===== src/rtl/capture_scheduler_if.sv =====
//============================================================================
// Module      : capture_scheduler_if
// Description : Request, camera-status and grant/status signals shared
//               between the capture scheduler and its environment.
// Revision    : 1.0 - initial release
//============================================================================
`default_nettype none

interface capture_scheduler_if;
    // Requests and camera status (into the scheduler)
    logic       Req_manual;
    logic       Auto_en;
    logic [7:0] Period;
    logic       Exp_up_req;
    logic       Exp_down_req;
    logic       Cam_Expose;
    logic       Cam_ADC;

    // Commands, grants and status (out of the scheduler)
    logic       Init;
    logic       Exp_increase;
    logic       Exp_decrease;
    logic       Ack_manual;
    logic       Ack_auto;
    logic       Frame_done;
    logic       Error;
    logic       Busy;
    logic [7:0] Drop_count;

    // Environment side: issues requests, observes grants
    modport master (
        output Req_manual, Auto_en, Period, Exp_up_req, Exp_down_req,
               Cam_Expose, Cam_ADC,
        input  Init, Exp_increase, Exp_decrease, Ack_manual, Ack_auto,
               Frame_done, Error, Busy, Drop_count
    );

    // Scheduler side
    modport slave (
        input  Req_manual, Auto_en, Period, Exp_up_req, Exp_down_req,
               Cam_Expose, Cam_ADC,
        output Init, Exp_increase, Exp_decrease, Ack_manual, Ack_auto,
               Frame_done, Error, Busy, Drop_count
    );
endinterface

`default_nettype wire


===== src/rtl/capture_scheduler.sv =====
//============================================================================
// Module      : capture_scheduler
// Description : Arbitrates manual captures, periodic auto captures and
//               exposure steps for a camera controller; tracks the frame
//               handshake (Expose / ADC) with an expose-start timeout and
//               counts auto ticks lost while a tick is still pending.
// Revision    : 1.0 - initial release
//============================================================================
`default_nettype none

module capture_scheduler (
    input wire                  Clk,
    input wire                  Reset,
    capture_scheduler_if.slave  bus
);

    typedef enum logic [2:0] {
        S_IDLE     = 3'd0,
        S_ADJUST   = 3'd1,
        S_INIT     = 3'd2,
        S_WAIT_EXP = 3'd3,
        S_WAIT_ADC = 3'd4,
        S_WAIT_END = 3'd5
    } state_t;

    // Timeout counter value seen on the 16th WAIT_EXP cycle
    localparam logic [3:0] c_TMO_LAST = 4'd15;

    state_t     r_state;
    state_t     w_state_nxt;

    // Pending request flags
    logic       r_man_pend;
    logic       r_auto_pend;
    logic       r_up_pend;
    logic       r_dn_pend;

    // Counters
    logic [7:0] r_auto_cnt;
    logic [7:0] w_auto_cnt_nxt;
    logic [3:0] r_tmo_cnt;
    logic [3:0] w_tmo_nxt;
    logic [7:0] r_drop;

    // Registered outputs
    logic       r_init;
    logic       r_exp_inc;
    logic       r_exp_dec;
    logic       r_ack_man;
    logic       r_ack_auto;
    logic       r_frame_done;
    logic       r_error;
    logic       r_busy;

    // Next values of the registered outputs and flag clears
    logic       w_init_nxt;
    logic       w_inc_nxt;
    logic       w_dec_nxt;
    logic       w_ack_man_nxt;
    logic       w_ack_auto_nxt;
    logic       w_done_nxt;
    logic       w_err_nxt;
    logic       w_clr_man;
    logic       w_clr_auto;
    logic       w_clr_up;
    logic       w_clr_dn;

    logic       w_timer_on;
    logic       w_tick;

    // Auto timer: free-runs 0..Period-1 while enabled, otherwise parked at 0.
    // The >= compare recovers cleanly if Period shrinks below the count.
    always_comb begin
        w_timer_on     = bus.Auto_en && (bus.Period != 8'd0);
        w_tick         = w_timer_on && (r_auto_cnt >= (bus.Period - 8'd1));
        w_auto_cnt_nxt = 8'd0;
        if (w_timer_on && !w_tick) begin
            w_auto_cnt_nxt = r_auto_cnt + 8'd1;
        end
    end

    // Next-state and next-output decode
    always_comb begin
        w_state_nxt    = r_state;
        w_tmo_nxt      = r_tmo_cnt;
        w_init_nxt     = 1'b0;
        w_inc_nxt      = 1'b0;
        w_dec_nxt      = 1'b0;
        w_ack_man_nxt  = 1'b0;
        w_ack_auto_nxt = 1'b0;
        w_done_nxt     = 1'b0;
        w_err_nxt      = 1'b0;
        w_clr_man      = 1'b0;
        w_clr_auto     = 1'b0;
        w_clr_up       = 1'b0;
        w_clr_dn       = 1'b0;

        case (r_state)
            S_IDLE: begin
                // Opposing exposure requests cancel each other silently
                if (r_up_pend && r_dn_pend) begin
                    w_clr_up = 1'b1;
                    w_clr_dn = 1'b1;
                end
                if (r_up_pend ^ r_dn_pend) begin
                    w_state_nxt = S_ADJUST;
                    w_inc_nxt   = r_up_pend;
                    w_dec_nxt   = r_dn_pend;
                end else if (r_man_pend) begin
                    w_state_nxt   = S_INIT;
                    w_init_nxt    = 1'b1;
                    w_ack_man_nxt = 1'b1;
                end else if (r_auto_pend) begin
                    w_state_nxt    = S_INIT;
                    w_init_nxt     = 1'b1;
                    w_ack_auto_nxt = 1'b1;
                end
            end

            S_ADJUST: begin
                // The step pulse currently on the output names the flag served
                w_clr_up    = r_exp_inc;
                w_clr_dn    = r_exp_dec;
                w_state_nxt = S_IDLE;
            end

            S_INIT: begin
                // The ack currently on the output names the source granted
                w_clr_man   = r_ack_man;
                w_clr_auto  = r_ack_auto;
                w_tmo_nxt   = 4'd0;
                w_state_nxt = S_WAIT_EXP;
            end

            S_WAIT_EXP: begin
                if (bus.Cam_Expose) begin
                    w_state_nxt = S_WAIT_ADC;
                end else if (r_tmo_cnt == c_TMO_LAST) begin
                    w_err_nxt   = 1'b1;
                    w_state_nxt = S_IDLE;
                end else begin
                    w_tmo_nxt = r_tmo_cnt + 4'd1;
                end
            end

            S_WAIT_ADC: begin
                if (bus.Cam_ADC) begin
                    w_state_nxt = S_WAIT_END;
                end
            end

            S_WAIT_END: begin
                if (!bus.Cam_ADC) begin
                    w_done_nxt  = 1'b1;
                    w_state_nxt = S_IDLE;
                end
            end

            default: begin
                w_state_nxt = S_IDLE;
            end
        endcase
    end

    // State, timer and timeout counter registers
    always_ff @(posedge Clk) begin
        if (Reset) begin
            r_state    <= S_IDLE;
            r_auto_cnt <= 8'd0;
            r_tmo_cnt  <= 4'd0;
        end else begin
            r_state    <= w_state_nxt;
            r_auto_cnt <= w_auto_cnt_nxt;
            r_tmo_cnt  <= w_tmo_nxt;
        end
    end

    // Pending flags: a new request always wins over a same-cycle clear so it
    // carries into the next frame
    always_ff @(posedge Clk) begin
        if (Reset) begin
            r_man_pend  <= 1'b0;
            r_auto_pend <= 1'b0;
            r_up_pend   <= 1'b0;
            r_dn_pend   <= 1'b0;
        end else begin
            r_man_pend  <= bus.Req_manual   | (r_man_pend  & ~w_clr_man);
            r_auto_pend <= w_tick           | (r_auto_pend & ~w_clr_auto);
            r_up_pend   <= bus.Exp_up_req   | (r_up_pend   & ~w_clr_up);
            r_dn_pend   <= bus.Exp_down_req | (r_dn_pend   & ~w_clr_dn);
        end
    end

    // Drop counter: a tick landing on an auto request that is still pending
    // (and not being granted this cycle) is lost; saturates at 255
    always_ff @(posedge Clk) begin
        if (Reset) begin
            r_drop <= 8'd0;
        end else if (w_tick && r_auto_pend && !w_clr_auto && (r_drop != 8'hFF)) begin
            r_drop <= r_drop + 8'd1;
        end
    end

    // Output registers
    always_ff @(posedge Clk) begin
        if (Reset) begin
            r_init       <= 1'b0;
            r_exp_inc    <= 1'b0;
            r_exp_dec    <= 1'b0;
            r_ack_man    <= 1'b0;
            r_ack_auto   <= 1'b0;
            r_frame_done <= 1'b0;
            r_error      <= 1'b0;
            r_busy       <= 1'b0;
        end else begin
            r_init       <= w_init_nxt;
            r_exp_inc    <= w_inc_nxt;
            r_exp_dec    <= w_dec_nxt;
            r_ack_man    <= w_ack_man_nxt;
            r_ack_auto   <= w_ack_auto_nxt;
            r_frame_done <= w_done_nxt;
            r_error      <= w_err_nxt;
            r_busy       <= (w_state_nxt != S_IDLE);
        end
    end

    assign bus.Init         = r_init;
    assign bus.Exp_increase = r_exp_inc;
    assign bus.Exp_decrease = r_exp_dec;
    assign bus.Ack_manual   = r_ack_man;
    assign bus.Ack_auto     = r_ack_auto;
    assign bus.Frame_done   = r_frame_done;
    assign bus.Error        = r_error;
    assign bus.Busy         = r_busy;
    assign bus.Drop_count   = r_drop;

endmodule

`default_nettype wire


===== src/flat_wrapper.sv =====
// flat-port wrapper written by rule: the top's interface ports become plain ports
module capture_scheduler_flat 
  (Clk, Reset, bus_Req_manual, bus_Auto_en, bus_Period, bus_Exp_up_req, bus_Exp_down_req, bus_Cam_Expose, bus_Cam_ADC, bus_Init, bus_Exp_increase, bus_Exp_decrease, bus_Ack_manual, bus_Ack_auto, bus_Frame_done, bus_Error, bus_Busy, bus_Drop_count);
  capture_scheduler_if bus_i ();
  input wire Clk;
  input wire Reset;
  input wire logic [$bits(bus_i.Req_manual)-1:0] bus_Req_manual;
  input wire logic [$bits(bus_i.Auto_en)-1:0] bus_Auto_en;
  input wire logic [$bits(bus_i.Period)-1:0] bus_Period;
  input wire logic [$bits(bus_i.Exp_up_req)-1:0] bus_Exp_up_req;
  input wire logic [$bits(bus_i.Exp_down_req)-1:0] bus_Exp_down_req;
  input wire logic [$bits(bus_i.Cam_Expose)-1:0] bus_Cam_Expose;
  input wire logic [$bits(bus_i.Cam_ADC)-1:0] bus_Cam_ADC;
  output wire logic [$bits(bus_i.Init)-1:0] bus_Init;
  output wire logic [$bits(bus_i.Exp_increase)-1:0] bus_Exp_increase;
  output wire logic [$bits(bus_i.Exp_decrease)-1:0] bus_Exp_decrease;
  output wire logic [$bits(bus_i.Ack_manual)-1:0] bus_Ack_manual;
  output wire logic [$bits(bus_i.Ack_auto)-1:0] bus_Ack_auto;
  output wire logic [$bits(bus_i.Frame_done)-1:0] bus_Frame_done;
  output wire logic [$bits(bus_i.Error)-1:0] bus_Error;
  output wire logic [$bits(bus_i.Busy)-1:0] bus_Busy;
  output wire logic [$bits(bus_i.Drop_count)-1:0] bus_Drop_count;
  assign bus_i.Req_manual = bus_Req_manual;
  assign bus_i.Auto_en = bus_Auto_en;
  assign bus_i.Period = bus_Period;
  assign bus_i.Exp_up_req = bus_Exp_up_req;
  assign bus_i.Exp_down_req = bus_Exp_down_req;
  assign bus_i.Cam_Expose = bus_Cam_Expose;
  assign bus_i.Cam_ADC = bus_Cam_ADC;
  assign bus_Init = bus_i.Init;
  assign bus_Exp_increase = bus_i.Exp_increase;
  assign bus_Exp_decrease = bus_i.Exp_decrease;
  assign bus_Ack_manual = bus_i.Ack_manual;
  assign bus_Ack_auto = bus_i.Ack_auto;
  assign bus_Frame_done = bus_i.Frame_done;
  assign bus_Error = bus_i.Error;
  assign bus_Busy = bus_i.Busy;
  assign bus_Drop_count = bus_i.Drop_count;
  capture_scheduler u_core (.Clk(Clk), .Reset(Reset), .bus(bus_i));
endmodule

===== config.mk =====
export PLATFORM = sky130hd
export DESIGN_NAME = capture_scheduler_flat
export DESIGN_NICKNAME = d
export VERILOG_FILES = /design/src/rtl/capture_scheduler_if.sv /design/src/rtl/capture_scheduler.sv /design/src/flat_wrapper.sv
export SDC_FILE = /design/constraint.sdc
export NUM_CORES = 1
export LEC_CHECK = 0
export BUFFER_PORTS_ARGS = -buffer_cell sky130_fd_sc_hd__buf_2
export CAP_MARGIN = 20
export CORE_MARGIN = 2
export CORE_UTILIZATION = 50
export DETAILED_ROUTE_END_ITERATION = 12
export PLACE_DENSITY = 0.79
export SLEW_MARGIN = 0
export SYNTH_ARGS = -nofsm -noshare
export SYNTH_HDL_FRONTEND = slang
export SYNTH_SLANG_ARGS = --single-unit

===== constraint.sdc =====
create_clock -name Clk -period 2.5 [get_ports Clk]
set_input_delay 0.375 -clock Clk [delete_from_list [all_inputs] [get_ports Clk]]
set_output_delay 0.375 -clock Clk [all_outputs]
set_load 0.005 [all_outputs]

==> run metrics, run 1 <==
DR DRC count 0; Port Buf Inserts 31; crit-path max FO 11; CP Launch Type input port; first drt pass iteration count 4; wire per inst 12.2 um; NetSw 304 uW; post-route setup TNS 0 ps; most frequent cell after synthesis dfxtp_1; vias in the first global route 1465; clock latency at the later pin of the worst-skew pair 280 ps; Die Ht 65.0 um; Synth Flop Type dfxtp_1; CP Launch Point bus_Period[3]; Mapped Area 1860 um2; Final Hold Fails 0; Max Cap Violations 0; Pint 872 uW; final setup vio count 0; peak supply drop 295 uV; synthesized net count 239; row cnt 22; LEAKAGE 0.000954 uW; CTS root buffer clkbuf_8; max-slew violations 0; Critical Path Sink Type flip-flop; worst r2r src u_core.r_auto_cnt[0]; power per cell area 528 nW/um2; Worst Tran Pin Value 550 ps; data required time at the worst endpoint 2680 ps; Final min period 2280 ps; total grt overflow 0; period utilisation layout 91.1%; Max Fclk 0.439 GHz; RSZ-0062 raised after global routing no; layout cell share with drive strength beyond 1 25.3%; vias per cell 5.33; H-tree depth 2; Die X 65.0 um; WP data arrival 2460 ps; I/O pin cnt 32; Final Wtd Congestion 0.818; Synth top cells by count 35 x dfxtp_1, 22 x nor2_1, 18 x a21oi_1; Post-Route WL 3.68 mm; Crit Path Class in2reg; Starting Density 51.2%; largest cells by area after synthesis dfxtp_1 38%, ha_1 9.4%, a21oi_1 4.8%, nor2_1 4.4%, xor2_1 4.2%; Die ar. 4230 um2; switching share of power 25.8%; Worst Hold Class in2reg; first-pass GRT wire length 6.37 mm; Setup Fix Bufs, Post-CTS 0; post-synthesis cell type count 43; Async S/R FF share, synth 0%; hold_sp bus_Cam_Expose; largest area contributor in the netlist dfxtp_1; clock sink total 35; antenna-violating nets left 0; Design Area, Final 2230 um2; area share of the largest cell type after synthesis 37.6%; dpl hpwl 2.69 mm; core footprint 3630 um2; Avg Cell Area, Syn 8.91 um2; relative slew slack 63.0%; Layout Skew 4.62 ps; combinational share of power 13.7%; TritonCTS Buffers 5; Seq/Total Area, Yosys 37.6%; post-synthesis register bit count 35; DR iter-0 viols 101; status finished, final reports clean; CTS tree done; sequential power share 51.5%; largest net degree at the start of global routing 27; Reg clk slew, reported paths 70 ps; Clk pwr share 34.9%; Post-synth EDFFs 0; Placed Area 2140 um2; vias 1605; antenna cells 0; clock buffer depth 2; synth warn 0; area grow syn2layout 19.6%; initial antenna violation count 0; NumNets Final 283; Syn Inst Count 209; Global Route Usage Sum 19.7%
critical path: stages:
cell and delay (ps):
buf_2 120, nor4_2 310, nand2_1 110, xor2_1 160, ha_1 310, nand4_1 90, a21oi_1 160, a21oi_2 150
nor4_1 310, mux2_2 360
layout make-up:
class / instances / area [um2]
timing repair buffer: 43 / 245
inverter: 12 / 45.0
tap: 48 / 60.1
sequential: 35 / 701
clock buffer: 6 / 82.6
fill: 354 / 1410
clock inverter: 1 / 5.00
multi-input combinational: 156 / 1090
sequential cells by signal, summed over array words and instances, names as in the netlist, 3 cells and up:
name / flops
u_core.bus.Drop_count: 8
u_core.r_state: 3
u_core.r_tmo_cnt: 4
u_core.r_auto_cnt: 8
layer usage:
metal / up-vias / share of wire [%] / track usage [%]
li1: 827 / - / -
met1: 734 / 46 / 23.8
met2: 38 / 48 / 32.0
met3: 6 / 4.3 / 5.73
met4: 0 / 1.5 / 9.64
met5: - / 0 / 0
metrics by stage:
stage	instances	util [%]	hold WS (ps)	power, uW	worst slack [ps]
finish	301	61.3	293	1180	222
global route	301	61.3	299	1240	17.1
global placement	294	58.8	464	771	-19.1
detailed placement	294	58.8	474	777	-71.4
floorplan	209	-	437	719	117
CTS	301	61.3	282	1190	201
kinds of logic after synthesis:
group | share of synthesized area (%)
xor gates and xnor gates | 7.06
muxes | 1.21
adders and majority gates | 9.41
buffers and inverters | 3.97
DFF | 37.6
and+or+nand+nor | 27.8
AOI/OAI and AO/OA | 13.0
repair_timing:
action,4_1_cts,5_1_grt
setup endpoints to repair,0,2
endpoints found under the hold margin,0,0
hold buffers,0,0
resized for setup,0,1
worst paths after layout:
| path | endpoint | slack [ps] | depth (start not counted) |
|---|---|---|---|
| setup / recovery | u_core.bus.Drop_count[5] | 220 | 10 |
| hold / removal | u_core.bus.Error | 290 | 2 |
| setup reg to reg | u_core.bus.Drop_count[5] | 340 | 7 |
| hold reg to reg | u_core.r_tmo_cnt[1] | 480 | 2 |
power groups by stage:
| stage | logic, uW | registers [uW] | clock network, uW |
|---|---|---|---|
| 2_1_floorplan | 112 | 606 | 0 |
| 3_3_place_gp | 155 | 616 | 0 |
| 3_5_place_dp | 160 | 618 | 0 |
| 4_1_cts | 162 | 605 | 422 |
| 5_1_grt | 181 | 608 | 450 |
| 6_report | 161 | 605 | 410 |
cells in the final DEF, fill, tap and decap left out, drive strengths merged, types with 6 or more instances in the layout:
master / Yosys / final
nand3: 9 / 9
inv: 12 / 12
ha: 14 / 14
nand2: 11 / 11
xnor2: 6 / 6
xor2: 9 / 9
a21oi: 19 / 19
o21ai: 9 / 9
and3: 6 / 6
buf: 3 / 43
nor3: 8 / 8
clkbuf: 3 / 6
nor2: 22 / 22
dfxtp: 35 / 35
Power figures use the tool's default switching activity.
==> inputs of run 2 (changes only) <==
- CORE_MARGIN: 2 -> unset
==> run 2 against run 1 <==
Compared with the run above: hold slack got worse by 18 ps; clock power up 1%; wire length shrank 2.3%; non-clock buffer count fell by 2; first-iteration DRC count is 20% lower; fmax fell by 2.1%; via count fell by 1.4%; combinational power about the same; cell count shrank 1.3%; critical endpoint unchanged; highest routed layer unchanged.
==> run metrics, run 2 (same netlist as run 1, synthesis figures left out) <==
relative slew slack 67.2%; dpl hpwl 2.70 mm; TritonCTS Buffers 5; Max Fclk 0.430 GHz; initial antenna violation count 0; first drt pass iteration count 4; dpl cells 290; wire per inst 12.1 um; antenna-violating nets left 0; peak supply drop 215 uV; row cnt 21; Port Buf Inserts 31; Die ar. 3970 um2; power per cell area 531 nW/um2; setup slack, reg-to-reg 250 ps; Final min period 2330 ps; Reg clk slew, reported paths 70 ps; clock latency at the later pin of the worst-skew pair 290 ps; final core utilization 64.5%; total grt overflow 0; Setup Fix Bufs, Post-CTS 0; Max Cap Violations 0; crit path capture u_core.bus.Drop_count[5]; worst r2r src u_core.r_auto_cnt[0]; Design Area, Final 2220 um2; vias in the first global route 1470; vias 1582; Die X 63.0 um; CP Launch Type input port; Post-Layout Cell Count 297; hold path depth 2; max-slew violations 0; # hold bufs at CTS 0; largest net degree at the start of global routing 27; NumNets Final 281; crit-path max FO 12; Post-Route WL 3.59 mm; CTS root buffer clkbuf_8; total power 1180 uW; I/O pin cnt 32; antenna cells 0; core footprint 3440 um2; R2R depth 7; DR iter-0 viols 81; data required time at the worst endpoint 2690 ps; Worst Tran Pin Value 487 ps; WP data arrival 2510 ps; Final Wtd Congestion 0.791; most common library cell in the layout ignoring fill and taps dfxtp_1; Fin Hold WS 275 ps; CP Launch Point bus_Period[0]; first-pass GRT wire length 6.22 mm; period utilisation layout 93.1%; layout cell share with drive strength beyond 1 25.5%; clock buffer depth 2; Final Hold Fails 0; clock sink total 35; DR DRC count 0; H-tree depth 2; Layout Skew 6.11 ps; commonest cells after routing, fill and taps aside 35 x dfxtp_1, 31 x buf_2, 22 x nor2_1; Crit Path Class in2reg; Starting Density 54.1%; area grow syn2layout 19.2%; worst r2r dst u_core.bus.Drop_count[3]; Die Ht 63.0 um; Critical Path Sink Type flip-flop; Global Route Usage Sum 20.3%; Placed Area 2120 um2; LEAKAGE 0.000946 uW; final setup vio count 0; vias per cell 5.33; Worst Hold Class in2reg; status finished, final reports clean; CTS tree done
==> run 2: changes by cell type in the layout (fill, tap and decap cells not counted) <==
| cell | previous run | this run |
|---|---|---|
| nor4_2 | 1 | 2 |
| o21ai_1 | 1 | 0 |
| nor3_2 | 0 | 1 |
| buf_4 | 12 | 10 |
| o21ai_0 | 8 | 9 |
| nor3_1 | 8 | 7 |
| nor4_1 | 2 | 1 |
==> run 2: per-stage QoR <==
| step | setup TNS [ps] | setup WS [ps] |
|---|---|---|
| global placement | -25.8 | -25.8 |
| floorplan | 0 | 117 |
| finish | 0 | 173 |
| detailed placement | -474 | -148 |
| CTS | 0 | 164 |
| global route | -28.2 | -28.2 |
==> run 2: routing by layer <==
layer | vias up | track usage [%] | share of wire [%]
met4 | 0 | 12.5 | 2.6
met3 | 10 | 6.20 | 4.8
met1 | 712 | 24.0 | 47
li1 | 820 | - | -
met5 | - | 0 | 0
met2 | 40 | 32.0 | 45
==> run 2: how the worst min path moves through the flow <==
stage                       from                   to  slack, ps
2_1_floorplan  u_core.r_man_pend  u_core.bus.Ack_auto        440
3_3_place_gp   u_core.r_man_pend  u_core.bus.Ack_auto        460
3_5_place_dp   u_core.r_man_pend  u_core.bus.Ack_auto        470
4_1_cts           bus_Cam_Expose     u_core.bus.Error        270
5_1_grt           bus_Cam_Expose     u_core.bus.Error        280
6_report          bus_Cam_Expose     u_core.bus.Error        270
==> run 2: layout make-up <==
cell class | count | area, um2
clock buffers | 6 | 82.6
clock inverters | 1 | 5.00
fillers | 310 | 1220
inverters | 12 | 45.0
multi-input cells | 156 | 1100
flip-flops and latches | 35 | 701
well taps | 46 | 57.6
repair buffers | 41 | 230
==> run 2: critical path: stages <==
cell and delay (ps):
buf_2 100, inv_1 90, ha_1 180, nand2_1 100, buf_4 150, xor2_1 140, ha_1 280, nand4_1 90
a21oi_1 160, a21oi_2 170, nor4_2 320, mux2_2 360
==> run 2: what timing repair did <==
item	CTS	global route
resized for setup	0	2
endpoints found under the hold margin	0	0
setup endpoints to repair	0	1
==> run 2: power by group <==
part / switching, uW / total (uW) / internal (uW)
Combinational: 84.8 / 160 / 75.0
Clock: 200 / 416 / 216
Sequential: 24.8 / 604 / 579
==> inputs of run 3 (changes only) <==
- MAX_ROUTING_LAYER: unset -> met4
==> run 3 against run 2 <==
Compared with the run above: cell area stayed put; count of clock-buffer cells in the layout unchanged; clock power barely moved; highest routed layer unchanged.
==> run metrics, run 3 (same netlist as run 1, synthesis figures left out) <==
data required time at the worst endpoint 2690 ps; WL met1 1.70 mm; Max Fclk 0.430 GHz; met2 routed WL 1.63 mm; met3 WL 178 um; cell family with most CP delay simple AND/OR/NAND/NOR gates; NetSw 312 uW; final core utilization 64.5%; antenna cells 0; clock sink total 35; final setup vio count 0; R2R depth 7; TritonCTS Buffers 5; setup ws final 173 ps; Worst Tran Pin Value 487 ps; vias 1583; Place WS -148 ps; Max Cap Violations 0; clock buffer depth 2; H-tree depth 2; antenna-violating nets left 0; dpl hpwl 2.70 mm; Die Ht 63.0 um; # hold bufs at CTS 0; clock latency at the later pin of the worst-skew pair 300 ps; combinational share of power 13.5%; WP data arrival 2520 ps; Die X 63.0 um; power per cell area 533 nW/um2; CP max stage delay 360 ps; DR DRC count 0; Layout Skew 6.05 ps; top sig layer met4; Cell Chain, Critical Path buf_2, inv_1, ha_1, nand2_1, buf_4, xor2_1, ha_1, nand4_1, a21oi_1, a21oi_2, nor4_2, mux2_2; first-pass GRT wire length 6.24 mm; Setup Fix Bufs, Post-CTS 0; commonest cells after routing, fill and taps aside 35 x dfxtp_1, 31 x buf_2, 22 x nor2_1; vias per cell 5.33; switching share of power 26.4%; Placed Area 2120 um2; post-route setup TNS 0 ps; Final min period 2330 ps; Global Route Usage Sum 20.9%; CP max-delay cell mux2_2; vias in the first global route 1468; total grt overflow 0; core footprint 3440 um2; Pint 870 uW; Reg clk slew, reported paths 70 ps; Final Wtd Congestion 0.802; peak supply drop 219 uV; Final Hold Fails 0; first drt pass iteration count 4; most common library cell in the layout ignoring fill and taps dfxtp_1; Post-Route WL 3.61 mm; sequential power share 51.1%; area grow syn2layout 19.2%; PostCTS Resize Cnt 0; CTS root buffer clkbuf_8; CP Launch Point bus_Period[0]; crit-path max FO 12; layout cell share with drive strength beyond 1 25.5%; Crit Path Class in2reg; Design Area, Final 2220 um2; worst r2r dst u_core.bus.Drop_count[3]; status finished, final reports clean; worst path bufs/invs 3; Levels on crit path 12; I/O pin cnt 32; crit path capture u_core.bus.Drop_count[5]; Clk pwr share 35.4%; wire per inst 12.2 um; largest net degree at the start of global routing 27; Critical Path Sink Type flip-flop; cell mode on critical path ha_1; Port Buf Inserts 31; LEAKAGE 0.000946 uW; period utilisation layout 93.1%; row cnt 21; NumNets Final 281; CTS tree done; filler cell count 310; max-slew violations 0; Starting Density 54.1%; worst r2r src u_core.r_auto_cnt[0]; CP Launch Type input port; Worst Hold Class in2reg; DR iter-0 viols 76; relative slew slack 67.2%; setup slack, reg-to-reg 270 ps; Die ar. 3970 um2; initial antenna violation count 0
run 3: cell counts in the layout (fill, tap and decap cells not counted):
Identical to the previous run, type by type.
run 3: how the worst min path moves through the flow:
stage                 startpoint                   to  slack, ps  depth (start not counted)
3_3_place_gp   u_core.r_man_pend  u_core.bus.Ack_auto        460                          1
5_1_grt           bus_Cam_Expose     u_core.bus.Error        280                          2
6_report          bus_Cam_Expose     u_core.bus.Error        270                          2
2_1_floorplan  u_core.r_man_pend  u_core.bus.Ack_auto        440                          1
4_1_cts           bus_Cam_Expose     u_core.bus.Error        270                          2
3_5_place_dp   u_core.r_man_pend  u_core.bus.Ack_auto        470                          1
run 3: area by class of cell:
cell class | count | area, um2 | share of cell area (%)
Clock buffer | 6 | 82.6 | 3.72
Multi-Input combinational cell | 156 | 1100 | 49.5
Timing Repair Buffer | 41 | 230 | 10.4
Tap cell | 46 | 57.6 | 2.59
Clock inverter | 1 | 5.00 | 0.225
Inverter | 12 | 45.0 | 2.03
Sequential cell | 35 | 701 | 31.6
run 3: power by group through the flow:
stage | sequential [uW] | combinational [uW] | clock (uW)
after floorplan | 606 | 112 | 0
after global placement | 616 | 154 | 0
after detailed placement | 617 | 159 | 0
after CTS | 604 | 160 | 428
after global routing | 607 | 183 | 451
final | 604 | 160 | 418
run 3: through the flow:
step           power, uW  std cells  hold WS (ps)
2_1_floorplan        719        209           437
3_3_place_gp         770        290           458
3_5_place_dp         777        290           469
4_1_cts             1190        297           271
5_1_grt             1240        297           283
6_report            1180        297           270
run 3: layer usage:
metal  GRT usage (%)  up-vias
li1                -      820
met1            24.0      712
met2            32.0       41
met3            6.20       10
met4            12.5        0
met5               -        -
